**src/rtl/see_upset_gen_pkg.sv**
```systemverilog
// Shared constants and types for the transient-upset generator family.
package see_upset_gen_pkg;

    // Galois feedback mask for x^32 + x^22 + x^2 + x + 1
    localparam logic [31:0] LFSR_TAPS         = 32'h8020_0003;
    // Replacement value for a zero seed, which would lock the LFSR
    localparam logic [31:0] LFSR_DEFAULT_SEED = 32'h0000_0001;

    typedef enum logic [1:0] {
        ST_IDLE = 2'd0,
        ST_WAIT = 2'd1,
        ST_HIT  = 2'd2,
        ST_COOL = 2'd3
    } upset_state_e;

    // A zero seed is never usable; substitute the default
    function automatic logic [31:0] fix_seed(input logic [31:0] seed);
        return (seed == 32'h0000_0000) ? LFSR_DEFAULT_SEED : seed;
    endfunction

endpackage

```
**src/rtl/see_lfsr.sv**
```systemverilog
// Right-shifting Galois LFSR with hold enable; zero seeds are replaced by 1.
module see_lfsr #(
    parameter int               WIDTH = 32,
    parameter logic [WIDTH-1:0] TAPS  = 32'h8020_0003,
    parameter logic [WIDTH-1:0] SEED  = 32'h0000_0001
) (
    input  logic             clk,
    input  logic             rst_n,
    input  logic             en,
    output logic [WIDTH-1:0] lfsr
);

    localparam logic [WIDTH-1:0] ZERO_L = {WIDTH{1'b0}};
    localparam logic [WIDTH-1:0] ONE_L  = {{(WIDTH-1){1'b0}}, 1'b1};
    localparam logic [WIDTH-1:0] SEED_L = (SEED == ZERO_L) ? ONE_L : SEED;

    logic [WIDTH-1:0] lfsr_r;
    logic [WIDTH-1:0] lfsr_next_s;

    // Next value: shift right, fold taps in when the outgoing bit is 1
    always_comb begin
        lfsr_next_s = {1'b0, lfsr_r[WIDTH-1:1]};
        if (lfsr_r[0]) begin
            lfsr_next_s = lfsr_next_s ^ TAPS;
        end else begin
            lfsr_next_s = lfsr_next_s;
        end
    end

    // State register: advances only while enabled
    always_ff @(posedge clk or negedge rst_n) begin
        if (!rst_n) begin
            lfsr_r <= SEED_L;
        end else if (en) begin
            lfsr_r <= lfsr_next_s;
        end else begin
            lfsr_r <= lfsr_r;
        end
    end

    assign lfsr = lfsr_r;

endmodule

```
**src/rtl/see_upset_gen.sv**
```systemverilog
// Transient single-bit upset generator: LFSR-driven fire decision, target
// selection, duration and cooldown, producing registered per-word XOR masks.
// Index fields use lfsr[16 +: BW] and lfsr[24 +: NW], so W <= 65536, N <= 256.
module see_upset_gen
    import see_upset_gen_pkg::*;
#(
    parameter int          W     = 32,
    parameter int          N     = 1,
    parameter logic [31:0] SEED  = 32'h0000_0001,
    parameter int          GAP   = 4,
    parameter int          CNT_W = 16
) (
    input  logic             s_clk_i,
    input  logic             s_resetn_i,
    input  logic             s_en_i,
    input  logic [15:0]      s_rate_i,
    input  logic [7:0]       s_dur_i,
    input  logic             s_single_i,
    output logic [W-1:0]     s_upset_o [N],
    output logic             s_hit_o,
    output logic [CNT_W-1:0] s_count_o
);

    localparam int BW = (W > 1) ? $clog2(W) : 1;
    localparam int NW = (N > 1) ? $clog2(N) : 1;
    localparam int GW = (GAP > 0) ? $clog2(GAP + 1) : 1;

    // Limits widened by one bit so a power-of-two limit is representable
    localparam logic [BW:0]      W_LIM   = W[BW:0];
    localparam logic [NW:0]      N_LIM   = N[NW:0];
    localparam logic [GW-1:0]    GAP_L   = GAP[GW-1:0];
    localparam logic [CNT_W-1:0] CNT_MAX = {CNT_W{1'b1}};

    logic [31:0]      lfsr_s;
    upset_state_e     state_r, state_next_s;
    logic [7:0]       dur_cnt_r, dur_next_s;
    logic [GW-1:0]    gap_cnt_r, gap_next_s;
    logic [BW-1:0]    bit_idx_r, bit_next_s, bit_raw_s, bit_sel_s, bit_use_s;
    logic [NW-1:0]    word_idx_r, word_next_s, word_raw_s, word_sel_s, word_use_s;
    logic             pending_r, pend_next_s;
    logic             hit_r, hit_next_s;
    logic [CNT_W-1:0] count_r, count_next_s;
    logic             fire_s;
    logic             mask_on_s;
    logic [7:0]       dur_eff_s;
    logic [W-1:0]     onehot_s [N];
    logic [W-1:0]     upset_r  [N];

    see_lfsr #(
        .WIDTH (32),
        .TAPS  (LFSR_TAPS),
        .SEED  (fix_seed(SEED))
    ) u_lfsr (
        .clk   (s_clk_i),
        .rst_n (s_resetn_i),
        .en    (s_en_i),
        .lfsr  (lfsr_s)
    );

    assign bit_raw_s  = lfsr_s[16 +: BW];
    assign word_raw_s = lfsr_s[24 +: NW];
    assign dur_eff_s  = (s_dur_i == 8'd0) ? 8'd1 : s_dur_i;
    assign fire_s     = (lfsr_s[15:0] < s_rate_i) || pending_r || s_single_i;

    // Fold out-of-range index fields back into range with one subtraction
    always_comb begin
        if ({1'b0, bit_raw_s} >= W_LIM) begin
            bit_sel_s = bit_raw_s - W_LIM[BW-1:0];
        end else begin
            bit_sel_s = bit_raw_s;
        end
        if ({1'b0, word_raw_s} >= N_LIM) begin
            word_sel_s = word_raw_s - N_LIM[NW-1:0];
        end else begin
            word_sel_s = word_raw_s;
        end
    end

    // Use fresh indices on the fire edge, latched indices while the upset lasts
    always_comb begin
        if (state_r == ST_WAIT) begin
            bit_use_s  = bit_sel_s;
            word_use_s = word_sel_s;
        end else begin
            bit_use_s  = bit_idx_r;
            word_use_s = word_idx_r;
        end
    end

    // One-hot decode of the target word/bit
    always_comb begin
        for (int k = 0; k < N; k++) begin
            for (int b = 0; b < W; b++) begin
                onehot_s[k][b] = (word_use_s == NW'(k)) && (bit_use_s == BW'(b));
            end
        end
    end

    // Next-state and datapath control for the upset sequencer
    always_comb begin
        state_next_s = state_r;
        dur_next_s   = dur_cnt_r;
        gap_next_s   = gap_cnt_r;
        bit_next_s   = bit_idx_r;
        word_next_s  = word_idx_r;
        pend_next_s  = pending_r;
        hit_next_s   = 1'b0;
        count_next_s = count_r;
        mask_on_s    = 1'b0;
        if (!s_en_i) begin
            state_next_s = ST_IDLE;
            dur_next_s   = 8'd0;
            gap_next_s   = {GW{1'b0}};
            pend_next_s  = 1'b0;
        end else begin
            pend_next_s = pending_r | s_single_i;
            case (state_r)
                ST_IDLE: begin
                    state_next_s = ST_WAIT;
                end
                ST_WAIT: begin
                    if (fire_s) begin
                        state_next_s = ST_HIT;
                        bit_next_s   = bit_sel_s;
                        word_next_s  = word_sel_s;
                        dur_next_s   = dur_eff_s;
                        pend_next_s  = 1'b0;
                        hit_next_s   = 1'b1;
                        mask_on_s    = 1'b1;
                        if (count_r != CNT_MAX) begin
                            count_next_s = count_r + CNT_W'(1);
                        end else begin
                            count_next_s = count_r;
                        end
                    end else begin
                        state_next_s = ST_WAIT;
                    end
                end
                ST_HIT: begin
                    if (dur_cnt_r <= 8'd1) begin
                        dur_next_s = 8'd0;
                        if (GAP == 0) begin
                            state_next_s = ST_WAIT;
                            gap_next_s   = {GW{1'b0}};
                        end else begin
                            state_next_s = ST_COOL;
                            gap_next_s   = GAP_L;
                        end
                    end else begin
                        dur_next_s = dur_cnt_r - 8'd1;
                        mask_on_s  = 1'b1;
                    end
                end
                ST_COOL: begin
                    if (gap_cnt_r <= GW'(1)) begin
                        state_next_s = ST_WAIT;
                        gap_next_s   = {GW{1'b0}};
                    end else begin
                        gap_next_s = gap_cnt_r - GW'(1);
                    end
                end
                default: begin
                    state_next_s = ST_IDLE;
                end
            endcase
        end
    end

    // Sequencer state, counters and latched target indices
    always_ff @(posedge s_clk_i or negedge s_resetn_i) begin
        if (!s_resetn_i) begin
            state_r    <= ST_IDLE;
            dur_cnt_r  <= 8'd0;
            gap_cnt_r  <= {GW{1'b0}};
            bit_idx_r  <= {BW{1'b0}};
            word_idx_r <= {NW{1'b0}};
            pending_r  <= 1'b0;
        end else begin
            state_r    <= state_next_s;
            dur_cnt_r  <= dur_next_s;
            gap_cnt_r  <= gap_next_s;
            bit_idx_r  <= bit_next_s;
            word_idx_r <= word_next_s;
            pending_r  <= pend_next_s;
        end
    end

    // Registered outputs: masks, first-cycle pulse, saturating counter
    always_ff @(posedge s_clk_i or negedge s_resetn_i) begin
        if (!s_resetn_i) begin
            for (int k = 0; k < N; k++) begin
                upset_r[k] <= {W{1'b0}};
            end
            hit_r   <= 1'b0;
            count_r <= {CNT_W{1'b0}};
        end else begin
            for (int k = 0; k < N; k++) begin
                upset_r[k] <= mask_on_s ? onehot_s[k] : {W{1'b0}};
            end
            hit_r   <= hit_next_s;
            count_r <= count_next_s;
        end
    end

    assign s_upset_o = upset_r;
    assign s_hit_o   = hit_r;
    assign s_count_o = count_r;

endmodule

```
**config.mk**
```make
export PLATFORM = sky130hd
export DESIGN_NAME = see_upset_gen
export DESIGN_NICKNAME = d
export VERILOG_FILES = /design/src/rtl/see_upset_gen_pkg.sv /design/src/rtl/see_lfsr.sv /design/src/rtl/see_upset_gen.sv
export SDC_FILE = /design/constraint.sdc
export NUM_CORES = 1
export LEC_CHECK = 0
export ABC_AREA = 1
export CAP_MARGIN = 20
export CORE_MARGIN = 3
export CORE_UTILIZATION = 59
export CTS_CLUSTER_SIZE = 24
export DETAILED_ROUTE_END_ITERATION = 7
export PLACE_DENSITY = 0.87
export SYNTH_ARGS = -nofsm -noshare
export SYNTH_HDL_FRONTEND = slang
export SYNTH_HIERARCHICAL = 1
export SYNTH_SLANG_ARGS = --single-unit
```
**constraint.sdc**
```tcl
create_clock -name s_clk_i -period 4.59 [get_ports s_clk_i]
set_clock_uncertainty 0.2 [all_clocks]
set_input_delay 0.459 -clock s_clk_i [delete_from_list [all_inputs] [get_ports s_clk_i]]
set_output_delay 0.459 -clock s_clk_i [all_outputs]
set_load 0.01 [all_outputs]
```
==> flow_summary.toml, run 1 <==
[floorplan]
io-pin-count = 77
dieWidth_um = 99.61
core-area_um2 = 8382
dieHeight_um = 99.61
dieArea_um2 = 9922
rows = 33
initial_core_util_pct = 61.68

[timing]
setup_viol = 0
hold_ws_ns = 0.2788
relSlewSlack_pct = 50.00
drv_slew = 0
period_share_pct = 60.12
setup_tns_ns = 0
fin_crit_ns = 2.759
fmax_mhz = 362.4
tightestPinTransition_ns = 0.7492
rsz0062_at_grt = "no"
hold_viol_final = 0

[detailed_routing]
drt_iter0_drc = 159
drt-total-wl_um = 9722
vias_per_cell = 5.071
wl_per_cell_um = 12.54
route.detailed.drc = 0
routed-via-count = 3930
ant_nets = 0
dr.pass1.iters = 7

[finish]
final_core_util_pct = 71.94
antenna_cells = 0
syn2layout_area_growth_pct = 16.63
layout-drive-gt1-share_pct = 9.104
fin_nets = 716

[placed_design]
gp_congestion = 0.9078
dpl.hpwl_um = 7030
place.port_buffers = 76

[power_and_ir_drop]
switching_share_pct = 38.31
p_comb_share_pct = 32.8
vdd_ir_drop_max_mv = 0.3403
total_power_w = 0.002599
p_per_area_nw_per_um2 = 431.0
clkPwrFrac_pct = 22.8
seqPwrFrac_pct = 44.4
p_sw_w = 0.0009957
internal_power_w = 0.001603
p_leak_nw = 2.913

[clocking]
cts_buffers = 9
clk_latency_ns = 0.36
h-tree-depth = 3
cts_root_buffer = "clkbuf_8"
cts_repair_resize_count = 0
cts.sinks = 100
cts.path.max_buffers = 2
cts_tree = "built"
clkTransAtPathRegs_ns = 0.10

[setup_path]
path_class = "in2reg"
critPathCaptureType = "flip-flop"
cp_max_fo = 31
required_ns = 4.63
crit_arrival_ns = 2.80
cp-start-kind = "input port"

[run]
maxCapViolations = 0

[outcome]
status = "completed"

[yosys]
synth.avg_cell_area_um2 = 8.489
synth_nets = 660
ys_warn_count = 6
syn_inst = 609
synthesis.area_um2 = 5170

[global_route]
grt_max_degree = 55
grt_pass1_wl_um = 16820
track_usage_pct = 20.50
grt_antenna_before_repair = 0
grt_pass1_vias = 3842
grt-ovfl-total = 0

[hold_path]
min_path_type = "reg2reg"
what timing repair did:
item,in CTS,in global routing
hold buffers,1,0
setup buffers,0,0
hold endpoints to repair,53,0
final timing paths:
kind	start	to	slack (ns)	depth (start not counted)
worst max-delay path	s_rate_i[5]	s_count_o[15]	1.83	13
worst min-delay path	u_lfsr/lfsr[24]	u_lfsr/lfsr[24]	0.28	2
worst max register to register	u_lfsr/lfsr[5]	s_count_o[15]	2.01	11
worst min register to register	u_lfsr/lfsr[24]	u_lfsr/lfsr[24]	0.28	2
max in group asynchronous	s_resetn_i	dur_cnt_r[2]	2.70	3
min in group asynchronous	s_resetn_i	s_count_o[6]	0.46	2
layout make-up:
class	instances	area (µm²)
Clock inverter	7	95.09
Tap cell	105	131.4
Timing Repair Buffer	79	783.3
Inverter	72	270.3
Sequential cell	100	2504
Clock buffer	9	123.9
Fill cell	626	2352
Multi-Input combinational cell	403	2122
state kept, by name (all words and copies together), names as in the netlist, 2 cells and up:
name and flops:
s_count_o 16, state_r 2, bit_idx_r 5, dur_cnt_r 8
gap_cnt_r 3, s_upset_o 32, u_lfsr/lfsr 32
cell usage in the layout (no fill, tap or decap), drive strengths merged, types with 3 or more instances in the layout:
cell type	instances
a21oi	11
buf	3
clkbuf	9
clkdlybuf4s50	75
dfrtp	99
ha	23
inv	75
nand2	192
nand3	20
nand4	3
nor2	61
nor3	13
o21ai	48
or2	5
xnor2	10
xor2	9
per-layer routing:
layer	GRT usage (%)	wire [µm]	up-vias
met5	0	0	-
met4	6.513	112	0
met3	4.278	328	11
met2	36.11	5038	93
met1	25.23	4243	1843
li1	-	-	1983
power by group through the flow:
stage / registers (W) / logic, W / clock network (W)
detailed placement: 0.00117 / 0.000844 / 0
global placement: 0.00116 / 0.000807 / 0
finish: 0.00115 / 0.000852 / 0.000593
CTS: 0.00115 / 0.000853 / 0.000609
global route: 0.00118 / 0.000972 / 0.000642
floorplan: 0.00115 / 0.000689 / 0
worst max-delay path, stage by stage:
cell and delay [ns]:
clkdlybuf4s50_1 0.45, inv_1 0.04, ha_1 0.31, a21oi_2 0.14, nor2_1 0.06, nor3_2 0.09
nand2_1 0.07, nand2_1 0.06, nand2_1 0.08, nand2_2 0.10, nand3_2 0.58, nand2_1 0.27
o21ai_2 0.08
through the flow:
step / worst slack, ns / cell area (µm²) / cells
final: 1.831 / 6030 / 775
after global routing: 1.563 / 6030 / 775
after CTS: 1.822 / 6030 / 775
after detailed placement: 1.423 / 5801 / 758
after global placement: 1.515 / 5801 / 758
after floorplan: 2.537 / 5170 / 609
Power figures use the tool's default switching activity.
==> inputs of run 2 (changes only) <==
Settings changed: CORE_UTILIZATION 59 to 49, PLACE_DENSITY 0.87 to 0.77.
Clock period 4.59 ns to 2.4 ns, I/O delays scaled along.
==> run 2 against run 1 <==
  * Count of clock-buffer cells in the layout is the same
  * Via count is 0.10% higher
  * Critical path depth is 1 lower
  * Critical endpoint is now s_upset_o[2]
  * Clock power rose by 87%
  * Design area up 1.4%
==> flow_summary.toml, run 2 (synthesized netlist as in run 1, its figures left out) <==
[outcome]
status = "completed"

[timing]
fin_crit_ns = 2.131
fmax_mhz = 469.3
setup_viol = 0
hold_viol_final = 0
tightestPinTransition_ns = 0.5272
setup_tns_ns = 0
rsz0062_at_grt = "no"
period_share_pct = 88.79
drv_slew = 0
worst_slack_ns = 0.2690
relSlewSlack_pct = 64.85

[detailed_routing]
ant_nets = 0
routed-via-count = 3934
dr.pass1.iters = 5
route.detailed.drc = 0
drt_iter0_drc = 212
vias_per_cell = 4.869
wl_per_cell_um = 11.81
drt-total-wl_um = 9539

[floorplan]
rows = 36
dieArea_um2 = 11820
initial_core_util_pct = 51.70
io-pin-count = 77
dieHeight_um = 108.7
core-area_um2 = 10000
dieWidth_um = 108.7

[placed_design]
place.port_buffers = 76
pre_cts_ws_ns = -0.08778
gp_congestion = 0.8769
dpl.hpwl_um = 7104

[clocking]
cts.path.max_buffers = 2
cts_buffers = 9
clkTransAtPathRegs_ns = 0.10
h-tree-depth = 3
clk_latency_ns = 0.37
cts_tree = "built"
cts.sinks = 100
cts_root_buffer = "clkbuf_8"

[setup_path]
required_ns = 2.50
crit_arrival_ns = 2.23
r2r_cells = 12
worst-r2r-setup-slack_ns = 0.27
r2r-start = "u_lfsr/lfsr[5]"
reg2reg_to = "s_upset_o[2]"
path_class = "reg2reg"
cp-start-kind = "flip-flop"
critPathCaptureType = "flip-flop"
cp_max_fo = 16

[global_route]
grt-ovfl-total = 0
grt_antenna_before_repair = 0
grtUsageMet1_pct = 21.56
grt_pass1_wl_um = 16600
busiest_layer = "met2"
grt_util_met3_pct = 3.020
track_usage_pct = 17.51
grt_pass1_vias = 3825
gr-usage-met2_pct = 30.14
grt_max_degree = 61

[power_and_ir_drop]
p_per_area_nw_per_um2 = 816.2
vdd_ir_drop_max_mv = 0.3397
p_leak_nw = 2.951

[finish]
layout-drive-gt1-share_pct = 9.778
layout_common_cells = "183 x nand2_1, 99 x dfrtp_1, 75 x clkdlybuf4s50_1"
antenna_cells = 0
syn2layout_area_growth_pct = 18.30
fin_nets = 721
layout_commonest_cell = "nand2_1"

[run]
maxCapViolations = 0

[hold_path]
min_path_type = "in2async"
-- run 2: cell count changes in the layout (fill, tap and decap cells not counted) --
cell,previous run,this run
buf_12,0,2
buf_4,3,6
clkinv_2,0,1
clkinv_4,0,2
clkinv_8,1,0
clkinvlp_4,2,0
inv_6,0,1
inv_8,3,2
-- run 2: worst max-delay path, cell delays in order, from the launching register on --
cell	delay, ns
dfrtp_1	0.41
ha_1	0.31
a21oi_2	0.13
nor2_1	0.05
nor3_2	0.09
nand2_1	0.07
nand2_1	0.05
nand2_1	0.08
nand2_2	0.11
nand2_4	0.09
nand2_4	0.10
nand3_4	0.17
nor2_1	0.18
-- run 2: worst max-delay path by stage --
| stage | from | to | depth (start not counted) |
|---|---|---|---|
| 3_3_place_gp | s_rate_i[5] | dur_cnt_r[2] | 14 |
| 4_1_cts | u_lfsr/lfsr[5] | dur_cnt_r[3] | 12 |
| 3_5_place_dp | s_rate_i[5] | dur_cnt_r[3] | 14 |
| 2_1_floorplan | u_lfsr/lfsr[5] | s_upset_o[15] | 14 |
| 5_1_grt | u_lfsr/lfsr[5] | dur_cnt_r[1] | 12 |
| 6_report | u_lfsr/lfsr[5] | s_upset_o[2] | 12 |
-- run 2: repair_timing --
item                                   in CTS  in global routing
buffers inserted                            0                  0
resized for setup                           0                  0
endpoints found under the hold margin      39                  0
hold buffers                                1                  0
-- run 2: layout make-up --
class                      count  area (µm²)
fill                         851        3884
sequential                   100        2504
multi-input combinational    403        2122
timing repair buffer          84       845.8
inverter                      72       270.3
tap                          133       166.4
clock buffer                   9       123.9
clock inverter                 7       83.83
-- run 2: layer usage --
| layer | up-vias | part of all wire, % |
|---|---|---|
| met4 | 0 | 1.8 |
| met2 | 87 | 51 |
| met1 | 1833 | 43 |
| met3 | 18 | 4.3 |
| li1 | 1996 | - |
| met5 | - | 0 |
-- run 2: per-stage QoR --
step | utilization, % | cell area, µm² | power (W) | hold slack, ns | instances
finish | 61.16 | 6116 | 0.004992 | 0.1814 | 808
global route | 61.16 | 6116 | 0.005382 | 0.2393 | 808
CTS | 61.16 | 6116 | 0.005042 | 0.2003 | 808
detailed placement | 58.98 | 5898 | 0.003919 | 0.06179 | 791
global placement | 58.98 | 5898 | 0.003850 | 0.05337 | 791
floorplan | - | 5170 | 0.003514 | -0.2556 | 609
-- run 2: power by group --
part | switching (W) | leakage (nW) | internal, W
sequential | 0.000236 | 1.34 | 0.00197
clock | 0.000612 | 0.108 | 0.000502
combinational | 0.00104 | 1.50 | 0.000632
==> inputs of run 3 (changes only) <==
Settings changed: ABC_AREA 1 to default.
==> run 3 against run 2 <==
  * The flow now finishes with violations (negative setup slack)
  * Register-to-register slack got worse by 0.49 ns
  * Fmax fell by 19%
  * Worst setup slack got worse by 0.49 ns
  * Critical path depth fell by 2
  * Clock power fell by 4%
  * Hold slack improved by 0.048 ns
  * Area after synthesis fell by 0.90%
  * Count of clock-buffer cells in the layout did not move
  * Wire length rose by 26%
  * First-iteration DRC count fell by 4.7%
  * Sequential power rose by 16%
  * Critical endpoint is now s_upset_o[29]
  * Largest power group is now combinational cells
==> flow_summary.toml, run 3 <==
[timing]
rsz0062_at_grt = "yes"
hold_ws_ns = 0.2290
fin_crit_ns = 2.623
relSlewSlack_pct = 22.50
fmax_mhz = 381.2
worst_slack_ns = -0.2234
hold_viol_final = 0
setup_viol = 62
tightestPinTransition_ns = 1.162
period_share_pct = 109.3
drv_slew = 0

[floorplan]
dieWidth_um = 108.3
rows = 36
io-pin-count = 77
initial_core_util_pct = 51.47
dieHeight_um = 108.3
dieArea_um2 = 11720
core-area_um2 = 9955

[detailed_routing]
ant_nets = 0
drt-total-wl_um = 12050
wl_per_cell_um = 17.57
routed-via-count = 3860
route.detailed.drc = 0
drt_iter0_drc = 202
vias_per_cell = 5.627
dr.pass1.iters = 5

[finish]
fin_nets = 599
final_area_um2 = 7221
antenna_cells = 0
layout_commonest_cell = "dfrtp_1"
layout_common_cells = "99 x dfrtp_1, 74 x clkdlybuf4s50_1, 32 x mux2_4"
syn2layout_area_growth_pct = 40.93
layout-drive-gt1-share_pct = 34.00

[global_route]
grt_pass1_wl_um = 17510
grt_pass1_vias = 3698
track_usage_pct = 18.64
grt_max_degree = 52
grt_util_met3_pct = 3.582
grtUsageMet1_pct = 25.36
grt_antenna_before_repair = 0
grt-ovfl-total = 0
busiest_layer = "met2"
gr-usage-met2_pct = 30.95

[placed_design]
dpl.hpwl_um = 7496
gp_congestion = 0.8797
place.port_buffers = 76
dpl_cell_area_um2 = 6177

[clocking]
cts_tree = "built"
cts_buffers = 9
cts.path.max_buffers = 2
clk_latency_ns = 0.37
clkTransAtPathRegs_ns = 0.11
cts.sinks = 100
cts_root_buffer = "clkbuf_8"
h-tree-depth = 3

[setup_path]
r2r_cells = 10
crit_arrival_ns = 2.70
startpoint = "u_lfsr/lfsr[15]"
required_ns = 2.47
cp-start-kind = "flip-flop"
cp_max_fo = 8
reg2reg_to = "s_upset_o[29]"
r2r-start = "u_lfsr/lfsr[15]"
critPathCaptureType = "flip-flop"
path_class = "reg2reg"
worst-r2r-setup-slack_ns = -0.22

[hold_path]
min_path_type = "in2async"

[yosys]
synth_nets = 502
synth.avg_cell_area_um2 = 11.36
syn_inst = 451
synthesis.area_um2 = 5124
ys_warn_count = 6

[power_and_ir_drop]
p_leak_nw = 3.265
p_per_area_nw_per_um2 = 1012
vdd_ir_drop_max_mv = 0.4812

[outcome]
violations = "negative setup slack"
status = "finished, violations left"

[run]
maxCapViolations = 0
-- run 3: area by class of cell --
class	count	area (µm²)
Clock buffer	9	123.9
Clock inverter	7	78.83
Fill cell	649	2734
Inverter	31	116.4
Multi-Input combinational cell	284	2977
Sequential cell	100	2504
Tap cell	133	166.4
Timing Repair Buffer	122	1255
-- run 3: metal layers --
| layer | vias up | routed length, µm |
|---|---|---|
| li1 | 1796 | - |
| met1 | 1929 | 5192 |
| met2 | 113 | 6066 |
| met3 | 22 | 573 |
| met4 | 0 | 221 |
| met5 | - | 0 |
-- run 3: how the worst max path moves through the flow --
stage	slack, ns	end
after detailed placement	-0.55	s_upset_o[1]
final	-0.22	s_upset_o[29]
after floorplan	-0.07	dur_cnt_r[0]
after global routing	-0.35	s_upset_o[29]
after global placement	-0.49	state_r[0]
after CTS	-0.18	s_upset_o[1]
-- run 3: critical path, stage by stage, from the launching register on --
cell       delay [ns]
dfrtp_1          0.44
ha_4             0.25
buf_6            0.13
nand2_4          0.06
o21ai_4          0.07
nor4_4           0.40
a311o_2          0.31
a21oi_4          0.07
buf_12           0.15
clkbuf_16        0.17
nor4_2           0.28
-- run 3: per-stage QoR --
stage	power [W]	TNS (ns)	worst slack [ns]	utilization, %	cells
global route	0.007710	-12.83	-0.3462	72.54	686
detailed placement	0.005128	-30.87	-0.5532	62.05	660
global placement	0.004986	-26.33	-0.4873	62.05	660
CTS	0.006434	-8.282	-0.1765	66.11	679
finish	0.007307	-6.917	-0.2234	72.54	686
floorplan	0.004417	-0.4762	-0.07329	-	451
-- run 3: where the power goes --
group	switching, W	internal [W]
Clock	0.000658	0.000413
Combinational	0.00190	0.00177
Sequential	0.000442	0.00212
Total	0.00300	0.00431
-- run 3: repair_timing --
action | in CTS | in global routing
endpoints found under the setup margin | 63 | 66
pin swaps | 19 | 48
endpoints found under the hold margin | 49 | 0
setup buffers | 0 | 4
gates resized for setup | 35 | 91
cloned | 1 | 4
hold buffers | 2 | 0
